## config.mk

```make
export PLATFORM = sky130hd
export DESIGN_NAME = wam_game_core
export DESIGN_NICKNAME = d
export VERILOG_FILES = /design/src/rtl/wam_game_core.sv
export SDC_FILE = /design/constraint.sdc
export NUM_CORES = 1
export LEC_CHECK = 0
export BUFFER_PORTS_ARGS = -buffer_cell sky130_fd_sc_hd__buf_2
export CORE_ASPECT_RATIO = 1.25
export CORE_MARGIN = 1
export CORE_UTILIZATION = 40
export CTS_CLUSTER_SIZE = 14
export DETAILED_ROUTE_END_ITERATION = 16
export GPL_ROUTABILITY_DRIVEN = 0
export HOLD_SLACK_MARGIN = 0.1
export PLACE_DENSITY = 0.66
export REMOVE_ABC_BUFFERS = 1
export SYNTH_ARGS = -nofsm -noshare
export SYNTH_HDL_FRONTEND = slang
export SYNTH_SLANG_ARGS = --single-unit
```

## constraint.sdc

```tcl
create_clock -name clk -period 2.3 [get_ports clk]
set_clock_uncertainty 0.1 [all_clocks]
set_input_delay 0.23 -clock clk [delete_from_list [all_inputs] [get_ports clk]]
set_output_delay 0.23 -clock clk [all_outputs]
set_load 0.02 [all_outputs]
```

## src/rtl/wam_game_core.sv

```systemverilog
// Whack-a-mole game-control core: sequences idle/restart/ready/play/game-over
// and scores key hits against the active light in points, timed or lives mode.
module wam_game_core #(
  parameter int POS_W         = 4,
  parameter int SCORE_W       = 6,
  parameter int TICK_MAX      = 49_999_999,
  parameter int READY_SECS    = 5,
  parameter int GAME_SECS     = 60,
  parameter int LIVES         = 3,
  parameter int NORMAL_HITS   = 25,
  parameter int EXTENDED_HITS = 50
) (
  input  logic               clk,
  input  logic               reset,
  input  logic               play,
  input  logic [1:0]         mode,
  input  logic               extended,
  input  logic               light_on,
  input  logic               light_off,
  input  logic [POS_W-1:0]   light_pos,
  input  logic               key_valid,
  input  logic [POS_W-1:0]   key_pos,
  output logic [2:0]         state,
  output logic               clear,
  output logic               flick_enable,
  output logic [2:0]         ready_count,
  output logic [SCORE_W-1:0] time_left,
  output logic [SCORE_W-1:0] score,
  output logic [SCORE_W-1:0] misses,
  output logic [2:0]         lives_left,
  output logic [SCORE_W-1:0] max_hits,
  output logic               hit,
  output logic               game_over
);

  // state     | meaning
  // S_IDLE    | waiting for the first play request
  // S_RESTART | one cycle: latch mode/limit, load counters
  // S_READY   | countdown before play, one step per tick
  // S_PLAY    | lights flicking, hits/misses scored
  // S_OVER    | game finished, counters frozen

  localparam int PW = (TICK_MAX < 1) ? 1 : $clog2(TICK_MAX + 1);

  typedef enum logic [2:0] {
    S_IDLE    = 3'd0,
    S_RESTART = 3'd1,
    S_READY   = 3'd2,
    S_PLAY    = 3'd3,
    S_OVER    = 3'd4
  } state_t;

  state_t             state_q, state_d;
  logic [1:0]         mode_q, mode_d;
  logic [SCORE_W-1:0] max_hits_q, max_hits_d;
  logic [2:0]         ready_count_q, ready_count_d;
  logic [SCORE_W-1:0] time_left_q, time_left_d;
  logic [SCORE_W-1:0] score_q, score_d;
  logic [SCORE_W-1:0] misses_q, misses_d;
  logic [2:0]         lives_left_q, lives_left_d;
  logic [SCORE_W-1:0] light_cnt_q, light_cnt_d;
  logic [PW-1:0]      presc_q, presc_d;
  logic               active_q, active_d;
  logic               hit_taken_q, hit_taken_d;
  logic               hit_q, hit_d;

  logic tick, play_live, hit_now, miss_now, mode_points;

  always_comb begin
    state_d       = state_q;
    mode_d        = mode_q;
    max_hits_d    = max_hits_q;
    ready_count_d = ready_count_q;
    time_left_d   = time_left_q;
    score_d       = score_q;
    misses_d      = misses_q;
    lives_left_d  = lives_left_q;
    light_cnt_d   = light_cnt_q;
    presc_d       = presc_q;
    active_d      = active_q;
    hit_taken_d   = hit_taken_q;
    hit_d         = 1'b0;

    tick        = (presc_q == PW'(TICK_MAX));
    mode_points = (mode_q == 2'd0) || (mode_q == 2'd3);
    play_live   = (state_q == S_PLAY) && !play;
    hit_now     = play_live && key_valid && active_q && !hit_taken_q && (key_pos == light_pos);
    // A hit landing on the expiry cycle wins, so that light is not also a miss.
    miss_now    = play_live && light_off && active_q && !hit_taken_q && !hit_now;

    case (state_q)
      S_IDLE: begin
        if (play) state_d = S_RESTART;
      end
      S_RESTART: begin
        mode_d        = mode;
        max_hits_d    = extended ? SCORE_W'(EXTENDED_HITS) : SCORE_W'(NORMAL_HITS);
        ready_count_d = 3'(READY_SECS);
        time_left_d   = SCORE_W'(GAME_SECS);
        lives_left_d  = 3'(LIVES);
        score_d       = '0;
        misses_d      = '0;
        light_cnt_d   = '0;
        presc_d       = '0;
        active_d      = 1'b0;
        hit_taken_d   = 1'b0;
        state_d       = S_READY;
      end
      S_READY: begin
        if (play) begin
          state_d = S_RESTART;
        end else begin
          presc_d = tick ? '0 : presc_q + 1'b1;
          if (tick) begin
            if (ready_count_q <= 3'd1) begin
              ready_count_d = 3'd0;
              presc_d       = '0;
              state_d       = S_PLAY;
            end else begin
              ready_count_d = ready_count_q - 3'd1;
            end
          end
        end
      end
      S_PLAY: begin
        if (play) begin
          state_d = S_RESTART;
        end else begin
          presc_d = tick ? '0 : presc_q + 1'b1;
          if (mode_q == 2'd1 && tick && time_left_q != '0)
            time_left_d = time_left_q - 1'b1;
          if (hit_now) begin
            if (score_q != {SCORE_W{1'b1}}) score_d = score_q + 1'b1;
            hit_d       = 1'b1;
            hit_taken_d = 1'b1;
          end
          if (miss_now) begin
            if (misses_q != {SCORE_W{1'b1}}) misses_d = misses_q + 1'b1;
            if (mode_q == 2'd2 && lives_left_q != 3'd0) lives_left_d = lives_left_q - 3'd1;
          end
          // Old light is resolved before a same-cycle new light is armed.
          if (light_off) active_d = 1'b0;
          if (light_on) begin
            active_d    = 1'b1;
            hit_taken_d = 1'b0;
            if (light_cnt_q != max_hits_q) light_cnt_d = light_cnt_q + 1'b1;
          end
          if (mode_q == 2'd1 && time_left_q == '0)
            state_d = S_OVER;
          if (mode_q == 2'd2 && lives_left_q == 3'd0)
            state_d = S_OVER;
          if (mode_points && light_cnt_q == max_hits_q && (hit_now || (light_off && active_q)))
            state_d = S_OVER;
        end
      end
      S_OVER: begin
        if (play) state_d = S_RESTART;
      end
      default: state_d = S_IDLE;
    endcase
  end

  always_ff @(posedge clk or posedge reset) begin
    if (reset) begin
      state_q       <= S_IDLE;
      mode_q        <= 2'd0;
      max_hits_q    <= '0;
      ready_count_q <= 3'd0;
      time_left_q   <= '0;
      score_q       <= '0;
      misses_q      <= '0;
      lives_left_q  <= 3'd0;
      light_cnt_q   <= '0;
      presc_q       <= '0;
      active_q      <= 1'b0;
      hit_taken_q   <= 1'b0;
      hit_q         <= 1'b0;
    end else begin
      state_q       <= state_d;
      mode_q        <= mode_d;
      max_hits_q    <= max_hits_d;
      ready_count_q <= ready_count_d;
      time_left_q   <= time_left_d;
      score_q       <= score_d;
      misses_q      <= misses_d;
      lives_left_q  <= lives_left_d;
      light_cnt_q   <= light_cnt_d;
      presc_q       <= presc_d;
      active_q      <= active_d;
      hit_taken_q   <= hit_taken_d;
      hit_q         <= hit_d;
    end
  end

  assign state        = state_q;
  assign clear        = (state_q == S_RESTART);
  assign flick_enable = (state_q == S_PLAY);
  assign game_over    = (state_q == S_OVER);
  assign ready_count  = ready_count_q;
  assign time_left    = time_left_q;
  assign score        = score_q;
  assign misses       = misses_q;
  assign lives_left   = lives_left_q;
  assign max_hits     = max_hits_q;
  assign hit          = hit_q;

endmodule

```

==> metrics.md, run 1 <==
| Metric | Value |
|---|---|
| Global-route wire length before repair | `~16000 um` |
| Cell Area, Synth | `between 3000 and 4000 um^2` |
| H-Tree Level Count | `3` |
| Detailed-route wire length per cell | `between 10 and 15 um` |
| Post-detail-place hpwl | `a little under 7000 um` |
| Area contributors post-synth | `dfrtp_1 44%, xor2_1 5.9%, nor2_1 4.6%` |
| Outcome | `finished, final reports clean` |
| CP top delay family | `simple AND/OR/NAND/NOR gates` |
| Dominant cell type by area after synthesis | `dfrtp_1` |
| Via Count | `~3400` |
| Clock-pin slew on the worst setup and hold paths | `60 ps` |
| Worst skew pair latency | `~340 ps` |
| F_max | `approximately 440 MHz` |
| Static leakage | `2.32 nW` |
| Placed instance area | `4480 um^2` |
| Commonest non-fill, non-tap cell in the layout | `dfrtp_1` |
| # DRC | `0` |
| Hold WC Path Type | `in -> reg` |
| CTS Buf Count | `9` |
| Clock share of power | `a little over a third` |
| CP cell instances | `or4_4, or4_4, nor3_4, buf_6, and4_2, nor2_1` |
| Most frequent cells in the layout | `67 x dfrtp_1, 52 x buf_2, 46 x nor2_1` |
| Critical path required time | `approximately 2400 ps` |
| Share of power burned in combinational logic | `between 30% and 40%` |
| Number of global-route vias before repair | `3460` |
| Finished Core Util | `around 54%` |
| Slowest library cell on the worst path | `or4_4` |
| IO Pins | `54` |
| Antenna-violating nets left | `0` |
| Synth Warn # | `0` |
| Max clock buf depth | `2` |
| Worst setup path class | `reg -> reg` |
| Layout cells sized above 1 | `29.7%` |
| Antenna Cells | `0` |
| DR iter-0 viols | `~140` |
| Cell area power density | `944 nW/um^2` |
| Die H | `~110 um` |
| Input/output buffers | `52` |
| Sequential share of power | `approximately 30%` |
| Largest net degree at the start of global routing | `47` |
| Max Transition Viols Final | `0` |
| Area grow syn2layout | `30.4%` |
| Critical path arrival | `approximately 2400 ps` |
| CTS Root Cell | `clkbuf_16` |
| Worst path max stage delay | `540 ps` |
| RSZ-0062 raised after global routing | `true` |
| Avg Cell Area, Syn | `~9.5 um^2` |
| Synth top area share | `43.8%` |
| Clk sink count | `67` |
| Routed WL | `approximately 9400 um` |
| Critical Path Most Common Cell | `or4_4` |
| Rel. slew slack | `between 60% and 70%` |
| Fillers | `slightly above 800` |
| Final Cycle Share | `98.2%` |
| GRT Total Usage | `between 20% and 30%` |
| Final Hold Viols | `0` |
| Maximum vdd ir drop | `between 300 and 400 uV` |
| Die area | `~10000 um^2` |
| Die X | `about 90 um` |
| Internal | `just over 3 mW` |
| Initial antenna violation count | `0` |
| Cell variety after synth | `60` |
| Sw Pwr | `approximately 1.6 mW` |
| Final setup fails | `0` |
| Multi-input gate area | `~2100 um^2` |
| Num rows | `39` |
| Crit. End Element | `flip-flop` |
| Buffers & Inverters on Critical Path | `1` |
| Max_cap viols | `0` |
| Post-synthesis register bit count | `67` |
| Vias/cell | `between 5 and 6` |
| Worst-margin pin slew | `between 500 and 600 ps` |
| Overflow left after global routing | `0` |
| Core area | `around 9200 um^2` |
| Sequential Area | `between 1500 and 2000 um^2` |
| Predominant post-synthesis flop cell | `dfrtp_1` |
| Starting density of the core | `between 40% and 50%` |
| CP startpoint kind | `flip-flop` |
| Crit-path max FO | `8` |
| Synthesized instance count | `403` |
| Detailed Routing Iterations Pass 1 | `4` |
| Post-synth EDFFs | `0` |
| Register area share after synthesis | `43.8%` |
| Nets | `530` |
| Crit path time final | `roughly 2300 ps` |
| Asr flop ratio synth | `100%` |
| CTS tree | `yes` |
| Final Cell Area | `around 5000 um^2` |
| Switching Fraction | `between 30% and 40%` |
## routing by layer
metal	wire (um)	global-route usage [%]	share of wire [%]
met2	4760	34.7	51
met3	344	4.89	3.7
met4	267	8.99	2.9
met5	0	0	0
met1	3990	23.8	43
## worst register-to-register path: stages, from the launching register on
cell	delay, ps
dfrtp_1	380
or4_4	540
or4_4	450
nor3_4	260
buf_6	160
and4_2	220
nor2_1	40
## power by group through the flow
stage	clock network, mW	logic [mW]	registers [mW]
after floorplan	0	0.768	1.55
after global placement	0	1.51	1.43
after detailed placement	0	1.55	1.43
after CTS	1.75	1.56	1.41
after global routing	1.79	1.75	1.43
final	1.72	1.58	1.41
## timing repair
action / in CTS / in global routing
hold endpoints to repair: 26 / 0
pin swaps: 1 / 3
setup buffers: 1 / 4
hold buffers: 5 / 0
endpoints found under the setup margin: 2 / 19
resized for setup: 0 / 15
## layout make-up
| class | count | share of cell area [%] |
|---|---|---|
| clock buffers | 10 | 4.78 |
| clock inverters | 6 | 2.73 |
| inverters | 15 | 1.13 |
| multi-input cells | 308 | 41.5 |
| flip-flops and latches | 67 | 33.6 |
| well taps | 123 | 3.08 |
| repair buffers | 99 | 13.2 |
## final timing paths
check	start	endpoint	slack [ps]	depth (start not counted)
worst max-delay path	presc_q[10]	time_left[2]	40	6
worst min-delay path	light_off	active_q	220	3
worst max register to register	presc_q[10]	time_left[2]	40	6
worst min register to register	hit_taken_q	hit_taken_q	420	2
max in group asynchronous	reset	presc_q[15]	1090	4
min in group asynchronous	reset	score[1]	370	3
## flip-flops by register name, indices dropped and copies added, names as in the netlist, 2 cells and up
name         cells
light_cnt_q      6
lives_left       3
max_hits         3
misses           6
mode_q           2
presc_q         26
ready_count      3
score            6
state            3
time_left        6
## logic make-up after synthesis
group | share of synthesized area [%]
other cells | 0.0979
compound gates | 10.9
fa+ha+maj | 4.25
xor+xnor | 7.32
mux | 2.94
flops | 43.8
simple gates | 27.5
buf+inv | 3.23
## through the flow
step | instances | power (mW) | setup TNS (ps) | hold WS [ps] | setup WS (ps)
2_1_floorplan | 390 | 2.32 | -6840 | 235 | -299
3_3_place_gp | 602 | 2.94 | 0 | 196 | 20.2
3_5_place_dp | 602 | 2.98 | -24.1 | 202 | -24.1
4_1_cts | 624 | 4.72 | 0 | 205 | 2.76
5_1_grt | 628 | 4.98 | -41.4 | 237 | -16.1
6_report | 628 | 4.72 | 0 | 215 | 41.6
## Yosys cell counts, types with 2 or more instances
cell type / count
a211oi_1: 5
a21oi_1: 9
a22o_1: 4
a31o_2: 3
a31oi_1: 4
and2_1: 5
and3_1: 10
and4_2: 4
buf_1: 2
buf_2: 3
buf_4: 4
clkbuf_1: 4
dfrtp_1: 67
ha_1: 13
inv_1: 15
mux2_2: 6
mux2i_1: 3
nand2_1: 39
nand2b_1: 8
nand3_1: 19
nand3b_1: 2
nand4_1: 14
nand4bb_1: 2
nor2_1: 47
nor2b_1: 3
nor3_1: 9
nor3b_1: 3
nor4_1: 4
nor4_4: 2
o211ai_1: 2
o21ai_0: 13
o21ba_2: 2
o21bai_1: 2
o311ai_0: 3
o31ai_1: 3
o41ai_1: 2
or2_2: 2
or3_1: 6
or3b_2: 2
or4_1: 3
xnor2_1: 6
xor2_1: 26
No activity file was read; power rests on OpenSTA's default activity.
==> run 2: changes to the inputs <==
- CORE_ASPECT_RATIO: 1.25 -> 1.2
- PLACE_DENSITY: 0.66 -> 0.64
- REMOVE_ABC_BUFFERS: 1 -> not set
- clock period: 2.3 -> 2.68 ns (I/O delays scaled with it)
==> metrics.md, run 2 (synthesis gave the netlist of run 1 again) <==
| Metric | Value |
|---|---|
| Outcome | `finished, final reports clean` |
| Clock-pin slew on the worst setup and hold paths | `~70 ps` |
| Buffers & Inverters on Critical Path | `0` |
| Die H | `109 um` |
| Antenna Cells | `0` |
| Overflow left after global routing | `0` |
| Max Transition Viols Final | `0` |
| Static leakage | `roughly 2.1 nW` |
| Max_cap viols | `0` |
| Reg2reg end | `state[1]` |
| F_max | `411 MHz` |
| Nets | `around 500` |
| Crit path time final | `2430 ps` |
| Starting density of the core | `41.7%` |
| Largest net degree at the start of global routing | `34` |
| Crit. End Element | `flip-flop` |
| Number of global-route vias before repair | `between 3000 and 4000` |
| # DRC | `0` |
| CTS tree | `yes` |
| Input/output buffers | `52` |
| Die X | `roughly 91 um` |
| Core area | `a little over 9000 um^2` |
| Resized cells post-CTS | `0` |
| Hold worst-path end | `active_q` |
| Via Count | `approximately 3200` |
| Final Hold Viols | `0` |
| Setup_tns | `0 ps` |
| Detailed-route wire length per cell | `14.7 um` |
| Worst skew pair latency | `350 ps` |
| Final Cycle Share | `90.8%` |
| Post-CTS Setup Bufs | `0` |
| Die area | `9970 um^2` |
| Post-detail-place hpwl | `about 6500 um` |
| DR iter-0 viols | `101` |
| Most frequent cells in the layout | `67 x dfrtp_1, 52 x buf_2, 47 x nor2_1` |
| Reg with most FFs | `presc_q` |
| Global-route wire length before repair | `around 15000 um` |
| RSZ-0062 raised after global routing | `false` |
| CTS Buf Count | `9` |
| Pre-CTS WS | `~250 ps` |
| R2R depth | `5` |
| Cts hold-fix bufs | `5` |
| Rel. slew slack | `60.0%` |
| Crit-path max FO | `6` |
| Worst setup path class | `reg -> reg` |
| Setup ws final | `246 ps` |
| Max clock buf depth | `2` |
| Hold WC Path Type | `in -> reg` |
| Max reg flops | `26` |
| Area grow syn2layout | `17.8%` |
| Antenna-violating nets left | `0` |
| Routed WL | `just under 9000 um` |
| Commonest non-fill, non-tap cell in the layout | `dfrtp_1` |
| Clk sink count | `67` |
| CP startpoint kind | `flip-flop` |
| Layout cells sized above 1 | `roughly 23%` |
| R2R setup slack | `between 200 and 250 ps` |
| Cell area power density | `around 700 nW/um^2` |
| Critical path arrival | `between 2000 and 3000 ps` |
| Worst-margin pin slew | `between 500 and 600 ps` |
| H-Tree Level Count | `3` |
| Hold_sp | `light_off` |
| Detailed Routing Iterations Pass 1 | `4` |
| Maximum vdd ir drop | `~330 uV` |
| Slowest library cell on the worst path | `or4_1` |
| CP cell instances | `or4_1, nor4_1, a31oi_1, nor3_1, mux2_2` |
| Worst path max stage delay | `approximately 560 ps` |
| Critical path required time | `around 2800 ps` |
| CTS Root Cell | `clkbuf_8` |
| CP top delay family | `simple AND/OR/NAND/NOR gates` |
| Worst r2r src | `presc_q[10]` |
| Post-Syn Nets | `about 430` |
| Initial antenna violation count | `0` |
| GRT Total Usage | `between 10% and 20%` |
| Final setup fails | `0` |
| IO Pins | `54` |
| Num rows | `38` |
| Worst hold stages | `3` |
| Vias/cell | `~5.3` |
-- run 2: changes by cell type in the layout (fill, tap and decap cells not counted), sizes merged --
cell	before	now
clkbuf	10	11
bufinv	4	1
buf	94	63
clkinv	1	3
-- run 2: how the worst max path moves through the flow --
stage | startpoint | endpoint | slack [ps] | depth (start not counted)
2_1_floorplan | time_left[0] | time_left[1] | 390 | 7
3_3_place_gp | presc_q[16] | time_left[1] | 310 | 5
3_5_place_dp | presc_q[10] | ready_count[0] | 250 | 5
4_1_cts | presc_q[10] | time_left[1] | 240 | 5
5_1_grt | presc_q[10] | ready_count[0] | 10 | 5
6_report | presc_q[10] | state[1] | 250 | 5
-- run 2: cell type report --
type                            instances  area [um^2]
Tap cell                              120          150
Fill cell                             870         4660
Clock inverter                          5         52.6
Sequential cell                        67         1680
Clock buffer                           11          141
Multi-Input combinational cell        308         2030
Timing Repair Buffer                   68          405
Inverter                               15         56.3
-- run 2: power by group --
part	leakage [nW]	internal, mW	total [mW]	switching, mW
clock	0.0991	0.450	0.837	0.387
sequential	0.877	1.12	1.26	0.147
combinational	1.09	0.394	1.11	0.720
total	2.06	1.96	3.22	1.25
-- run 2: tightest hold or removal path, cell delays in order --
cell and delay [ps]:
buf_2 120, o21ai_0 80, a22o_1 180
-- run 2: stage by stage --
step | cells | cell area, um^2 | hold WS, ps | util [%] | power (mW)
finish | 594 | 4510 | 245 | 49.2 | 3.22
global route | 594 | 4510 | 239 | 49.2 | 3.44
CTS | 594 | 4510 | 216 | 49.2 | 3.27
detailed placement | 573 | 4270 | 175 | 46.5 | 2.41
global placement | 573 | 4270 | 179 | 46.5 | 2.39
floorplan | 403 | 3830 | 273 | - | 2.06
-- run 2: routing by layer --
metal	track usage (%)	vias up	share of wire [%]
met3	5.09	14	3.5
met5	0	-	0
met2	32.8	48	51
met1	21.9	1539	44
li1	-	1573	-
met4	8.16	0	1.8
